File: config.mk
export PLATFORM = sky130hd
export DESIGN_NAME = button_led_arbiter
export DESIGN_NICKNAME = d
export VERILOG_FILES = /design/src/rtl/button_led_arbiter.sv
export SDC_FILE = /design/constraint.sdc
export NUM_CORES = 1
export LEC_CHECK = 0
export CAP_MARGIN = 10
export CORE_ASPECT_RATIO = 0.8
export CORE_UTILIZATION = 56
export CTS_CLUSTER_SIZE = 28
export DETAILED_ROUTE_END_ITERATION = 10
export PLACE_DENSITY_LB_ADDON = 0.12
export SLEW_MARGIN = 30
export SYNTH_ARGS = -nofsm -noshare
export SYNTH_HDL_FRONTEND = slang
export SYNTH_SLANG_ARGS = --single-unit
File: constraint.sdc
create_clock -name clk -period 2.8 [get_ports clk]
set_clock_uncertainty 0.2 [all_clocks]
set_input_delay 0.56 -clock clk [delete_from_list [all_inputs] [get_ports clk]]
set_output_delay 0.56 -clock clk [all_outputs]
set_load 0.01 [all_outputs]
File: src/rtl/button_led_arbiter.sv
// Shared-LED arbiter for N push buttons.
// Each raw button is synchronized, debounced and edge-detected. A debounced
// press latches a pending request. Requests are granted round-robin: the
// winner gets the LED for HOLD_CYCLES cycles, then a one-cycle gap and one
// idle cycle separate it from the next grant.
module button_led_arbiter #(
   parameter int N               = 4,
   parameter int DEBOUNCE_CYCLES = 4,
   parameter int HOLD_CYCLES     = 8
) (
   input  logic                 clk,
   input  logic                 reset,
   input  logic [N-1:0]         button,
   output logic                 led,
   output logic [$clog2(N)-1:0] owner,
   output logic                 owner_valid,
   output logic [N-1:0]         pending
);

   localparam int OW = $clog2(N);
   localparam int CW = $clog2(DEBOUNCE_CYCLES);
   localparam int HW = $clog2(HOLD_CYCLES + 1);

   localparam logic [CW-1:0] DB_LAST   = CW'(DEBOUNCE_CYCLES - 1);
   localparam logic [HW-1:0] HOLD_LAST = HW'(HOLD_CYCLES - 1);

   typedef enum logic [1:0] {
      IDLE,
      ON,
      GAP
   } state_t;

   // Synchronizer and debounce state
   logic [N-1:0]         sync_meta;
   logic [N-1:0]         sync_level;
   logic [N-1:0]         db_level;
   logic [N-1:0][CW-1:0] db_cnt;
   logic [N-1:0]         db_accept;
   logic [N-1:0]         db_rise;

   // Arbiter state
   state_t               state;
   logic [OW-1:0]        last_owner;
   logic [HW-1:0]        hold_cnt;

   // Round-robin selection
   logic [N-1:0]         rot;
   int                   pick;
   int                   sum;
   logic [OW-1:0]        winner;
   logic                 grant;
   logic [N-1:0]         grant_mask;

   // Two-flop synchronizer on every raw button bit.
   always_ff @(posedge clk or negedge reset) begin
      if (!reset) begin
         sync_meta  <= '0;
         sync_level <= '0;
      end else begin
         // NOTE: registers are always written with <= so every flop samples
         // the pre-edge value of its neighbours, whatever the block order.
         sync_meta  <= button;
         sync_level <= sync_meta;
      end
   end

   // A bit is accepted once it has differed from the debounced level for
   // DEBOUNCE_CYCLES consecutive samples; accepted rising levels are presses.
   always_comb begin
      // NOTE: every combinational output gets a value on every path,
      // otherwise synthesis infers a latch to hold the old value.
      db_accept = '0;
      for (int i = 0; i < N; i++) begin
         db_accept[i] = (sync_level[i] != db_level[i]) && (db_cnt[i] == DB_LAST);
      end
      db_rise = db_accept & sync_level;
   end

   // Per-bit debounce counter and debounced level.
   always_ff @(posedge clk or negedge reset) begin
      if (!reset) begin
         // NOTE: the counter array is small and must start at zero, so it is
         // reset element by element like any other register.
         for (int i = 0; i < N; i++) begin
            db_cnt[i] <= '0;
         end
         db_level <= '0;
      end else begin
         for (int i = 0; i < N; i++) begin
            if (sync_level[i] == db_level[i]) begin
               db_cnt[i] <= '0;
            end else if (db_accept[i]) begin
               db_level[i] <= sync_level[i];
               db_cnt[i]   <= '0;
            end else begin
               db_cnt[i] <= db_cnt[i] + 1'b1;
            end
         end
      end
   end

   // Round-robin pick: rotate pending so bit 0 is the slot after last_owner,
   // take the lowest set bit and map it back to a button index.
   always_comb begin
      rot  = N'({pending, pending} >> (int'(last_owner) + 1));
      pick = 0;
      for (int j = N - 1; j >= 0; j--) begin
         if (rot[j]) begin
            pick = j;
         end
      end
      sum = int'(last_owner) + 1 + pick;
      if (sum >= N) begin
         sum = sum - N;
      end
      winner     = OW'(sum);
      grant      = (state == IDLE) && (|pending);
      grant_mask = grant ? (N'(1) << winner) : '0;
   end

   // Grant FSM with registered outputs; a new press wins over a grant clear
   // of the same bit on the same edge.
   always_ff @(posedge clk or negedge reset) begin
      if (!reset) begin
         state       <= IDLE;
         led         <= 1'b0;
         owner       <= '0;
         owner_valid <= 1'b0;
         last_owner  <= OW'(N - 1);
         hold_cnt    <= '0;
         pending     <= '0;
      end else begin
         pending <= (pending & ~grant_mask) | db_rise;
         case (state)
            IDLE: begin
               if (grant) begin
                  state       <= ON;
                  owner       <= winner;
                  last_owner  <= winner;
                  led         <= 1'b1;
                  owner_valid <= 1'b1;
                  hold_cnt    <= '0;
               end
            end
            ON: begin
               if (hold_cnt == HOLD_LAST) begin
                  state       <= GAP;
                  led         <= 1'b0;
                  owner_valid <= 1'b0;
               end else begin
                  hold_cnt <= hold_cnt + 1'b1;
               end
            end
            GAP: begin
               state <= IDLE;
            end
            default: begin
               state <= IDLE;
            end
         endcase
      end
   end

endmodule
# [Word-level counts from Yosys, hierarchy flattened]
# Cells that the tools add are included.
[totals] register_bits=35 in_bits=6 output_inout_bits=8 elab_cells=91
[classes] add_sub_neg=8 order_cmp=1 eq_ne=17 shifts=2 mux=23 n_bitwise=8 reduce_logical=16
[op_table] op="$shr A8 B32 Y4" count=1
[op_table] op="$mux W2" count=15
[op_table] op="$mux W4" count=3
[op_table] op="$reduce_and A2 Y1" count=6
[op_table] op="$add A2 B1 Y2 const B" count=4
[op_table] op="$and A4 B4 Y4" count=2
[op_table] op="$eq A2 B2 Y1 const B" count=4
[op_table] op="$pmux W4 S2" count=1
[op_table] op="$ne A2 B2 Y1 const B" count=3
[op_table] op="$reduce_and A3 Y1" count=2
[op_table] op="$logic_and A1 B1 Y1" count=5
[op_table] op="$add A3 B2 Y4" count=1
[op_table] op="$add A4 B1 Y4 const B" count=1
[op_table] op="$eq A1 B1 Y1" count=4
[op_table] op="$eq A4 B3 Y1 const B" count=1
[op_table] op="$ge A4 B3 Y1 const B" count=1
[op_table] op="$ne A1 B1 Y1" count=4
[op_table] op="$not A1 Y1" count=4
[op_table] op="$not A4 Y4" count=1
[op_table] op="$or A4 B4 Y4" count=1
[op_table] op="$pmux W2 S2" count=1
[op_table] op="$reduce_or A4 Y1" count=1
[op_table] op="$shl A1 B2 Y4 const A" count=1
[op_table] op="$add A2 B1 Y3 const B" count=1
[op_table] op="other kinds (6)" count=7

# [Longest topological paths before layout]
[depth] depth_word=14 depth_mapped=10 ltp_nobuf=9

# [Worst setup path after synthesis]
# No wires, ideal clock.
[synth_path] path_kind="register -> register" startpoint="reg pending[1]" endpoint="reg pending[2]" setup_time_ps=124 t_arrival_ps=1925 required_time_ps=2476 path_slack_ps=551 stages_incl_launch_ff=10 n_path_buf=0 period_less_slack_ps=2249 cell_sequence="dfrtp_1 > inv_1 > o21ai_0 > a21oi_1 > o31a_1 > ha_1 > xor3_2 > nand2_1 > a31oi_1 > a211o_1"
[synth_between] elab_chain_len=13 elab_cells_between_ends=16 classes_between="add/sub: 2; order compare: 1; shift: 2; mux: 6; bitwise: 3; reduce/logical: 2"
[synth_rtl] element="start: declaration" line="17" source="output logic [N-1:0] pending"
[synth_rtl] element="start signal: assignment" line="133" source="pending <= (pending & ~grant_mask) | db_rise;"
[synth_rtl] element="$shr A8 B32 Y4" line="105" source="rot = N'({pending, pending} >> (int'(last_owner) + 1));"
[synth_rtl] element="$mux W2 (4 in series)" line="108" source="if (rot[j]) begin"
[synth_rtl] element="$add A3 B2 Y4" line="112" source="sum = int'(last_owner) + 1 + pick;"
[synth_rtl] element="$ge A4 B3 Y1 or $sub A2 B1 Y2 (tied branches)" line="113, 114"
[synth_rtl] element="$mux W2" line="113" source="if (sum >= N) begin"
[synth_rtl] element="$shl A1 B2 Y4" line="118" source="grant_mask = grant ? (N'(1) << winner) : '0;"
[synth_rtl] element="$mux W4 *" line="118"
[synth_rtl] element="$not A4 Y4 *" line="133"
[synth_rtl] element="$and A4 B4 Y4 *" line="133"
[synth_rtl] element="$or A4 B4 Y4 *" line="133"
# Mark *: on every way between the ends. The rest lies on a longest branch, timed or not.
# A chain may end at the register's enable or synchronous reset.

# [Worst setup path after layout]
[layout_path] startpoint="reg last_owner[1]" endpoint="reg pending[2]"
[layout_between] elab_chain_len=14 elab_cells_between_ends=15 classes_between="add/sub: 3; order compare: 1; shift: 2; mux: 6; bitwise: 3"
[layout_rtl] element="start: declaration" line="43" source="logic [OW-1:0] last_owner;"
[layout_rtl] element="start signal: assignment" line="129" source="last_owner <= OW'(N - 1);"
[layout_rtl] element="start signal: assignment" line="139" source="last_owner <= winner;"
[layout_rtl] element="$add A2 B1 Y3 *" line="105, 112"
[layout_rtl] element="$shr A8 B32 Y4" line="105"
[layout_rtl] element="$mux W2 (4 in series)" line="108"
[layout_rtl] element="$add A3 B2 Y4 *" line="112"
[layout_rtl] element="$ge A4 B3 Y1 or $sub A2 B1 Y2 (tied branches)" line="113, 114"
[layout_rtl] element="$mux W2 *" line="113"
[layout_rtl] element="$shl A1 B2 Y4 *" line="118"
[layout_rtl] element="$mux W4 *" line="118"
[layout_rtl] element="$not A4 Y4 *" line="133"
[layout_rtl] element="$and A4 B4 Y4 *" line="133"
[layout_rtl] element="$or A4 B4 Y4 *" line="133"
# Marks and branches as above.

==> impl_metrics.py <==
metrics = {
    "floorplanning": {
        "row_count": 17,
        "die-area_sq_um": 3250,
        "num_io_pins": 14,
        "core_area_sq_um": 2810,
        "die_x_um": 63.5,
        "start_util_pct": 60.3,
        "fp.dieH_um": 51.2,
    },
    "synth": {
        "synthCells": 154,
        "syn-cell-area_sq_um": 1690,
        "synth.distinct_cells": 45,
        "ys_ff_latch": 35,
        "yosysSeqAreaShare_pct": 51.9,
        "syn_nets": 166,
        "ys_warn_count": 0,
        "avgSynthCellArea_sq_um": 11.0,
    },
    "clocking": {
        "post_cts.repair.setup_buffers": 0,
        "cts_buffers": 5,
        "clk_pin_slew_ns": 0.08,
        "cts_tree": "done",
        "cts_resized": 0,
        "root_buffer": "clkbuf_8",
        "cts.path.max_buffers": 2,
        "htreeDepth": 2,
        "ctsHoldBuffers": 0,
        "clock_latency_ns": 0.29,
        "clkSinkCount": 35,
    },
    "power": {
        "leakage_nw": 0.861,
        "powerDensity_nw_per_um2": 1100,
        "vdd_drop_max_mv": 0.640,
    },
    "global_routing": {
        "grt_max_degree": 36,
        "grt_use_total_pct": 22.0,
        "grt_pass1_vias": 1149,
        "gr-total-overflow": 0,
        "antenna_found_initial": 0,
        "grt_first_pass_wirelength_mm": 5.18,
    },
    "job": {
        "drv_cap": 0,
    },
    "detailed_routing": {
        "ant_nets": 0,
        "routedWlPerCell_um": 14.2,
        "finalWirelength_mm": 2.95,
        "vias_per_cell": 5.52,
        "dr.pass1.iters": 4,
        "vias": 1149,
        "drc": 0,
        "drt_iter0_drc": 117,
    },
    "placed_design": {
        "dp_hpwl_mm": 2.00,
        "portBuffers": 13,
        "gp_congestion": 0.884,
    },
    "sta": {
        "tightest_slew_ns": 0.554,
        "hold_violations": 0,
        "fmax_ghz": 0.406,
        "tns_ns": 0,
        "max_slew_margin_pct": 62.8,
        "min_period_ns": 2.46,
        "finalSetupViolCount": 0,
        "period_share_pct": 88.0,
        "slew_viol_final": 0,
        "rsz0062_at_grt": "no",
    },
    "finish": {
        "fillers": 217,
        "drive_above_1_share_pct": 14.1,
        "fin_nets": 181,
        "final_util_pct": 68.4,
        "multi_input_area_sq_um": 731,
        "regArea_sq_um": 878,
        "diodes": 0,
        "syn_to_final_growth_pct": 13.4,
    },
    "critical_path": {
        "critPathKind": "reg -> reg",
        "start_kind": "flop",
        "crit_fanout": 13,
        "setup.worst_path.end_class": "flop",
        "crit_arrival_ns": 2.44,
        "required_ns": 2.78,
    },
    "worst_hold_path": {
        "hold_class": "reg -> reg",
    },
    "status": {
        "status": "finished clean",
    },
}
==> synth_stat cells (all sizes together) <==
library cell | count | area share (%)
nand2b | 1 | 0.37
o31a | 2 | 1.1
nor2b | 6 | 2.2
xor3 | 1 | 1.5
or4 | 1 | 0.67
xor2 | 2 | 1.0
a2bb2oi | 1 | 0.52
mux2i | 1 | 0.59
and2 | 2 | 0.81
o21ai | 11 | 3.7
a21oi | 3 | 0.89
nor3b | 3 | 1.6
buf | 6 | 3.4
xnor2 | 4 | 2.1
inv | 7 | 1.6
o31ai | 1 | 0.44
a211o | 1 | 0.52
nand4 | 1 | 0.37
nand4b | 2 | 1.0
a311o | 1 | 0.67
a31o | 1 | 0.52
nor2 | 8 | 1.8
or3 | 1 | 0.37
and3 | 2 | 0.74
xnor3 | 1 | 1.3
nand3 | 10 | 3.0
nor3 | 5 | 1.5
ha | 6 | 4.4
o211ai | 3 | 1.6
and3b | 2 | 1.1
dfrtp | 33 | 49
a31oi | 2 | 0.74
nand2 | 19 | 5.1
dfstp | 2 | 3.1
nand3b | 2 | 0.89
==> cell type report <==
class                   count  area share [%]
well taps                  38            2.48
repair buffers             14            7.17
inverters                   7            1.37
clock buffers               6            4.30
clock inverters             2           0.847
multi-input cells         106            38.1
flip-flops and latches     35            45.8
==> routing by layer <==
layer / global-route usage, % / vias up / part of all wire (%)
met2: 32.1 / 27 / 45
met5: 0 / - / 0
met1: 29.6 / 545 / 48
met3: 5.36 / 12 / 3.8
li1: - / 565 / -
met4: 13.6 / 0 / 2.9
==> through the flow <==
step	worst slack [ns]	area [sq um]	hold slack, ns	std cells	power, mW
global placement	0.497	1820	0.134	200	1.67
floorplan	0.551	1690	0.0644	154	1.52
detailed placement	0.358	1820	0.136	200	1.72
CTS	0.341	1920	0.158	208	2.11
global route	0.226	1920	0.170	208	2.28
finish	0.337	1920	0.153	208	2.10
==> power breakdown <==
group | leakage, nW | switching [mW] | internal [mW]
Clock | 0.0474 | 0.185 | 0.201
Combinational | 0.399 | 0.415 | 0.452
Sequential | 0.414 | 0.169 | 0.681
==> state kept, by name, summed over array words and instances, names as in the netlist <==
signal	cells
db_cnt	8
db_level	4
hold_cnt	4
pending	4
sync_level	4
sync_meta	4
last_owner	2
owner	2
state	2
owner_valid	1
==> worst max-delay path, cell delays in order (launching register included) <==
cell and delay (ns):
dfstp_2 0.68, nand2_1 0.09, a2bb2oi_1 0.18, o211ai_1 0.10, o31a_1 0.12, ha_1 0.22
xor3_2 0.31, nand2_1 0.10, a31oi_1 0.05, a211o_1 0.31
==> worst paths after layout <==
kind / start / end / slack (ns) / cells after the start
setup reg to reg: last_owner[1] / pending[2] / 0.34 / 9
setup / recovery: last_owner[1] / pending[2] / 0.34 / 9
hold reg to reg: sync_meta[1] / sync_level[1] / 0.15 / 0
min in group asynchronous: reset / sync_level[1] / 0.46 / 2
hold / removal: sync_meta[1] / sync_level[1] / 0.15 / 0
max in group asynchronous: reset / last_owner[1] / 1.59 / 2
==> logic make-up (layout without fill, tap and decap cells) <==
| logic type | after synthesis | after routing | synth area share (%) |
|---|---|---|---|
| xor+xnor | 8 | 8 | 5.91 |
| simple gates | 65 | 65 | 21.5 |
| fa+ha+maj | 6 | 6 | 4.43 |
| compound gates | 26 | 26 | 10.7 |
| buf+inv | 13 | 29 | 4.95 |
| mux | 1 | 1 | 0.591 |
| flops | 35 | 35 | 51.9 |
==> layout by cell type, fill, tap and decap left out, drive strengths merged, types with 3 or more instances in the layout <==
master and count:
nor3 5, nand3 10, nand2 19, dfrtp 33
clkbuf 6, clkdlybuf4s50 13, nor3b 3, o21ai 11
o211ai 3, inv 7, a21oi 3, xnor2 4
nor2b 6, ha 6, nor2 8
(Power assumes the default switching activity.)
